--- src/rtl/juniversal_shift_register_pkg.sv ---
// Shared definitions for the universal shift register:
// mode encodings and the default register width.
package juniversal_shift_register_pkg;

    localparam int DEFAULT_WIDTH = 4;

    localparam logic [1:0] MODE_HOLD = 2'b00;
    localparam logic [1:0] MODE_SHR  = 2'b01;
    localparam logic [1:0] MODE_SHL  = 2'b10;
    localparam logic [1:0] MODE_LOAD = 2'b11;

    typedef enum logic [1:0] {
        M_HOLD = 2'b00,
        M_SHR  = 2'b01,
        M_SHL  = 2'b10,
        M_LOAD = 2'b11
    } mode_e;

endpackage

--- src/rtl/juniversal_shift_register_usr_bit_cell.sv ---
// One storage bit of the universal shift register:
// a flop fed by a 4:1 mux over hold / right / left / load sources.
module usr_bit_cell
    import juniversal_shift_register_pkg::*;
(
    input  logic       clock,
    input  logic       reset,
    input  logic [1:0] mode,
    input  logic       right_in,
    input  logic       left_in,
    input  logic       load_in,
    output logic       q
);

    logic d;

    always_comb begin
        d = q;
        unique case (mode)
            MODE_HOLD: d = q;
            MODE_SHR:  d = right_in;
            MODE_SHL:  d = left_in;
            MODE_LOAD: d = load_in;
        endcase
    end

    always_ff @(posedge clock or negedge reset) begin
        if (!reset) begin
            q <= 1'b0;
        end else begin
            q <= d;
        end
    end

endmodule

--- src/rtl/juniversal_shift_register.sv ---
// Parameterised universal shift register: hold, shift right,
// shift left and parallel load; DATAIN[0] is the serial input.
module juniversal_shift_register
    import juniversal_shift_register_pkg::*;
#(
    parameter int WIDTH = DEFAULT_WIDTH
) (
    output logic [WIDTH-1:0] DATAOUT,
    input  logic             clock,
    input  logic             reset,
    input  logic [1:0]       MODE,
    input  logic [WIDTH-1:0] DATAIN
);

    logic [WIDTH-1:0] right_src;
    logic [WIDTH-1:0] left_src;

    // Neighbour taps, with the serial bit entering at the open end
    assign right_src = {DATAIN[0], DATAOUT[WIDTH-1:1]};
    assign left_src  = {DATAOUT[WIDTH-2:0], DATAIN[0]};

    for (genvar i = 0; i < WIDTH; i++) begin : g_cell
        usr_bit_cell u_cell (
            .clock    (clock),
            .reset    (reset),
            .mode     (MODE),
            .right_in (right_src[i]),
            .left_in  (left_src[i]),
            .load_in  (DATAIN[i]),
            .q        (DATAOUT[i])
        );
    end

endmodule

--- config.mk ---
export PLATFORM = sky130hd
export DESIGN_NAME = juniversal_shift_register
export DESIGN_NICKNAME = d
export VERILOG_FILES = /design/src/rtl/juniversal_shift_register_pkg.sv /design/src/rtl/juniversal_shift_register_usr_bit_cell.sv /design/src/rtl/juniversal_shift_register.sv
export SDC_FILE = /design/constraint.sdc
export NUM_CORES = 1
export LEC_CHECK = 0
export BUFFER_PORTS_ARGS = -buffer_cell sky130_fd_sc_hd__buf_2
export CAP_MARGIN = 25
export CORE_AREA = 2 2 39 41
export DETAILED_ROUTE_END_ITERATION = 7
export DIE_AREA = 0 0 41 43
export PLACE_DENSITY = 0.33
export SETUP_SLACK_MARGIN = 0.2
export SYNTH_ARGS = -nofsm -noshare
export SYNTH_HDL_FRONTEND = slang
export SYNTH_HIERARCHICAL = 1
export SYNTH_SLANG_ARGS = --single-unit
--- constraint.sdc ---
create_clock -name clock -period 1.07 [get_ports clock]
set_clock_uncertainty 0.05 [all_clocks]
set_input_delay 0.0535 -clock clock [delete_from_list [all_inputs] [get_ports clock]]
set_output_delay 0.0535 -clock clock [all_outputs]
set_load 0.1 [all_outputs]
# --- Word-level counts from Yosys, hierarchy flattened ---
# Index checks and enable logic that the tools add are counted.
totals:
  reg_bits: 4
  inputBits: 8
  out_inout_bits: 4
  elab_cells: 13
op_classes:
  eq_ne: 3
  mux: 4
  reduce_logical: 2
op_table:
  columns: ["cell", "n"]
  rows:
  - ["case mux 1 bit (3 select lines)", 3]
  - ["equality test 2 bit, second input constant", 2]
  - ["equality test 2 x 1 -> 1 bit, second input constant", 1]
  - ["zero test 2 bit", 1]
  - ["case mux 1 bit (2 select lines)", 1]
  - ["OR reduction 2 bit", 1]

# --- Depth between registers and ports, before layout ---
logic_depth:
  ltp_word: 3
  depth_mapped: 1
  ltp_nobuf: 1

# --- Modules after synthesis ---
# Netlist, hierarchy kept.
modules_own_cells:
  columns: ["module", "instances", "cells_each", "area_per_inst_um2", "seq_area_each_um2"]
  rows:
  - ["usr_bit_cell", 4, 2, 47.5, 25.0]

# --- Least setup slack after synthesis ---
# OpenSTA, ideal clock, no wires.
synth_path:
  kind: "flip-flop to flip-flop"
  from: "reg g_cell[1].u_cell.q"
  to: "reg g_cell[2].u_cell.q"
  setup_time_ns: 0.139
  t_arrival_ns: 1.305
  path_slack_ns: -0.424
  stages_incl_launch_ff: 2
  path_buffers: 0
  period_less_slack_ns: 1.494
  path_cell_list: "dfrtp_1 -> mux4_2"
synth_between:
  elab_chain_len: 1
synth_rtl:
  columns: ["element", "line", "rtl"]
  rows:
  - ["start: declaration", "juniversal_shift_register_usr_bit_cell.sv:12", "output logic q"]
  - ["start signal: assignment", "juniversal_shift_register_usr_bit_cell.sv:29", "q <= 1'b0;"]
  - ["start signal: assignment", "juniversal_shift_register_usr_bit_cell.sv:31", "q <= d;"]
  - ["case mux 1 bit (3 select lines)", "juniversal_shift_register_usr_bit_cell.sv:19", "unique case (mode)"]
  - ["end signal: assignment", "juniversal_shift_register_usr_bit_cell.sv:29", null]
  - ["end signal: assignment", "juniversal_shift_register_usr_bit_cell.sv:31", null]
  - ["end: declaration", "juniversal_shift_register_usr_bit_cell.sv:12", null]
# Every way passes these cells.
# A chain may end at the register's enable or synchronous reset.

==> impl_metrics.tcl <==
set metrics [dict create \
    multi_input_comb_area_sq_um 90.1 \
    gr-total-overflow 0 \
    grt_max_degree 5 \
    hpwl_um 429 \
    wirelength_um 494 \
    seq_area_frac_synth_pct 52.6 \
    top_register "g_cell.u_cell/q" \
    io_buffers 11 \
    place.gp.congestion 0.603 \
    p_leak_nw 0.176 \
    syn_nets 16 \
    synth_cell_types 2 \
    row_count 14 \
    largest_register_ffs 4 \
    pwr-share-seq_pct 25.5 \
    synth_top_family_by_area "multiplexers" \
    clockPowerShare_pct 20.6 \
    initial_utilization_pct 13.7 \
    diodes 0 \
    fillers 142 \
    track_usage_pct 7.23 \
    rsz0062_at_grt "true" \
    final_antenna_net_count 0 \
    critPathTopFamily "flip-flops" \
    pwr-share-comb_pct 53.9 \
    clk_path_buf_depth 2 \
    dr.pass1.iters 2 \
    fin_crit_ps 1130 \
    syn_to_final_growth_pct 120 \
    maxCapViolCount 0 \
    slowest_stage "dfrtp_4" \
    hold_start "DATAIN[3]" \
    ir_worst_vdd_v 0.000518 \
    p_sw_share_pct 40.0 \
    synthXorXnorAreaFrac_pct 0 \
    slew_headroom_pct 91.1 \
    p_int_uw 544 \
    synthAdderAreaFrac_pct 0 \
    ys_warn_count 6 \
    worst_hold_slack_ps 94.4 \
    synth_compound_area_share_pct 0 \
    drive_gt1_share_pct 96.3 \
    status "finished, violations left" \
    drtIter0Drc 2 \
    required_ps 1120 \
    failed_checks "setup timing" \
    cts-htree-levels 1 \
    fmax_ghz 0.885 \
    post-route-period-util_pct 106 \
    hp-class "input pin to register" \
    crit_buf_inv 0 \
    arrival_ps 1180 \
    clock_sinks 4 \
    tightest_slew_ps 134 \
    vias 163 \
    dpl-instance-area_sq_um 370 \
    slowest_delay_ps 490 \
    clk_pin_slew_worst_paths_ps 40 \
    setup_viol 8 \
    synth.avg_cell_area_sq_um 23.8 \
    rrSetupSlack_ps -60 \
    seqCellArea_sq_um 115 \
    antenna_found_initial 0 \
    p_switching_uw 363 \
    nNetsFinal 37 \
    ys_ff_latch 4 \
    vias_per_cell 3.79 \
    grt_pass1_wl_um 724 \
    power_density_nw_per_um2 2170 \
    syn_inst 8 \
    final.setup.worst_slack_ps -60.5 \
    slew_viol_final 0 \
    worst-setup-path-type "register to register" \
    crit_chain "mux4_2" \
    synthMuxAreaShare_pct 47.4 \
    ios 12 \
    wl_per_cell_um 11.5 \
    start_kind "register" \
    cts_made_buffers 3 \
    drc 0 \
    core_area_sq_um 1380 \
    root_buffer "clkbuf_4" \
    die_h_um 43 \
    reg_top3 "g_cell.u_cell/q x4" \
    final_area_sq_um 418 \
    clk_latency_ps 230 \
    netlist_area_sq_um 190 \
    worst_setup_path_end_kind "register" \
    timing.rr.start "g_cell[1].u_cell/q$_DFFE_PN0P_" \
    startpoint "g_cell[1].u_cell/q$_DFFE_PN0P_" \
    path_max_fanout 4 \
    die_w_um 41 \
    dp_slack_ps -54.4 \
    hold_violations 0 \
    synth-simple-area-share_pct 0 \
    die-area_sq_um 1760 \
    grt_pass1_vias 155 \
    cts_tree "built" \
]
==> per-layer routing <==
layer | routed length (um) | GRT usage (%) | share of wire (%)
met1 | 207 | 7.74 | 42
met5 | 0 | 0 | 0
met3 | 59 | 5.24 | 12
met4 | 0 | 8.00 | 0
met2 | 227 | 8.13 | 46
==> synth_stat cells (all sizes together) <==
master / n / area [sq um]
mux4: 4 / 90.1
dfrtp: 4 / 100
==> kinds of logic (layout without fill, tap and decap cells) <==
kind of cell / count (synthesis) / in the layout
buffers and inverters: 0 / 19
muxes: 4 / 4
DFF: 4 / 4
==> cell usage in the layout, fill, tap and decap left out, drive strengths merged <==
cell,Yosys,routed
dfrtp,4,4
buf,0,15
dlygate4sd3,0,1
mux4,4,4
clkbuf,0,3
==> final timing paths <==
path / endpoint / depth (start not counted)
max: g_cell[1].u_cell/q$_DFFE_PN0P_ / 1
min: g_cell[3].u_cell/q$_DFFE_PN0P_ / 2
max reg2reg: g_cell[1].u_cell/q$_DFFE_PN0P_ / 1
min reg2reg: g_cell[3].u_cell/q$_DFFE_PN0P_ / 1
max in group asynchronous: g_cell[1].u_cell/q$_DFFE_PN0P_ / 2
min in group asynchronous: g_cell[3].u_cell/q$_DFFE_PN0P_ / 2
==> what timing repair did <==
item                                    CTS  global route
setup buffers                             0             0
hold buffers                              1             0
cloned                                    0             0
resized for setup                         4             0
endpoints found under the setup margin    8             8
hold endpoints to repair                  4             0
==> area by class of cell <==
cell class	instances	area share, %
Clock buffer	3	5.39
Multi-Input combinational cell	4	21.6
Sequential cell	4	27.5
Tap cell	16	4.79
Timing Repair Buffer	16	40.7
==> stage by stage <==
step | util, % | power (mW) | instances | TNS, ps
after floorplan | - | 0.486 | 8 | -807
after global placement | 26.8 | 0.699 | 39 | -158
after detailed placement | 26.8 | 0.702 | 39 | -184
after CTS | 30.2 | 0.923 | 43 | -386
after global routing | 30.2 | 0.950 | 43 | -501
final | 30.2 | 0.908 | 43 | -316
==> power by group through the flow <==
stage	logic, mW	clock network [mW]	registers (mW)
after floorplan	0.0496	0	0.437
after global placement	0.472	0	0.227
after detailed placement	0.473	0	0.229
after CTS	0.493	0.197	0.233
after global routing	0.504	0.208	0.238
final	0.489	0.187	0.232
No activity file was read; power rests on OpenSTA's default activity.
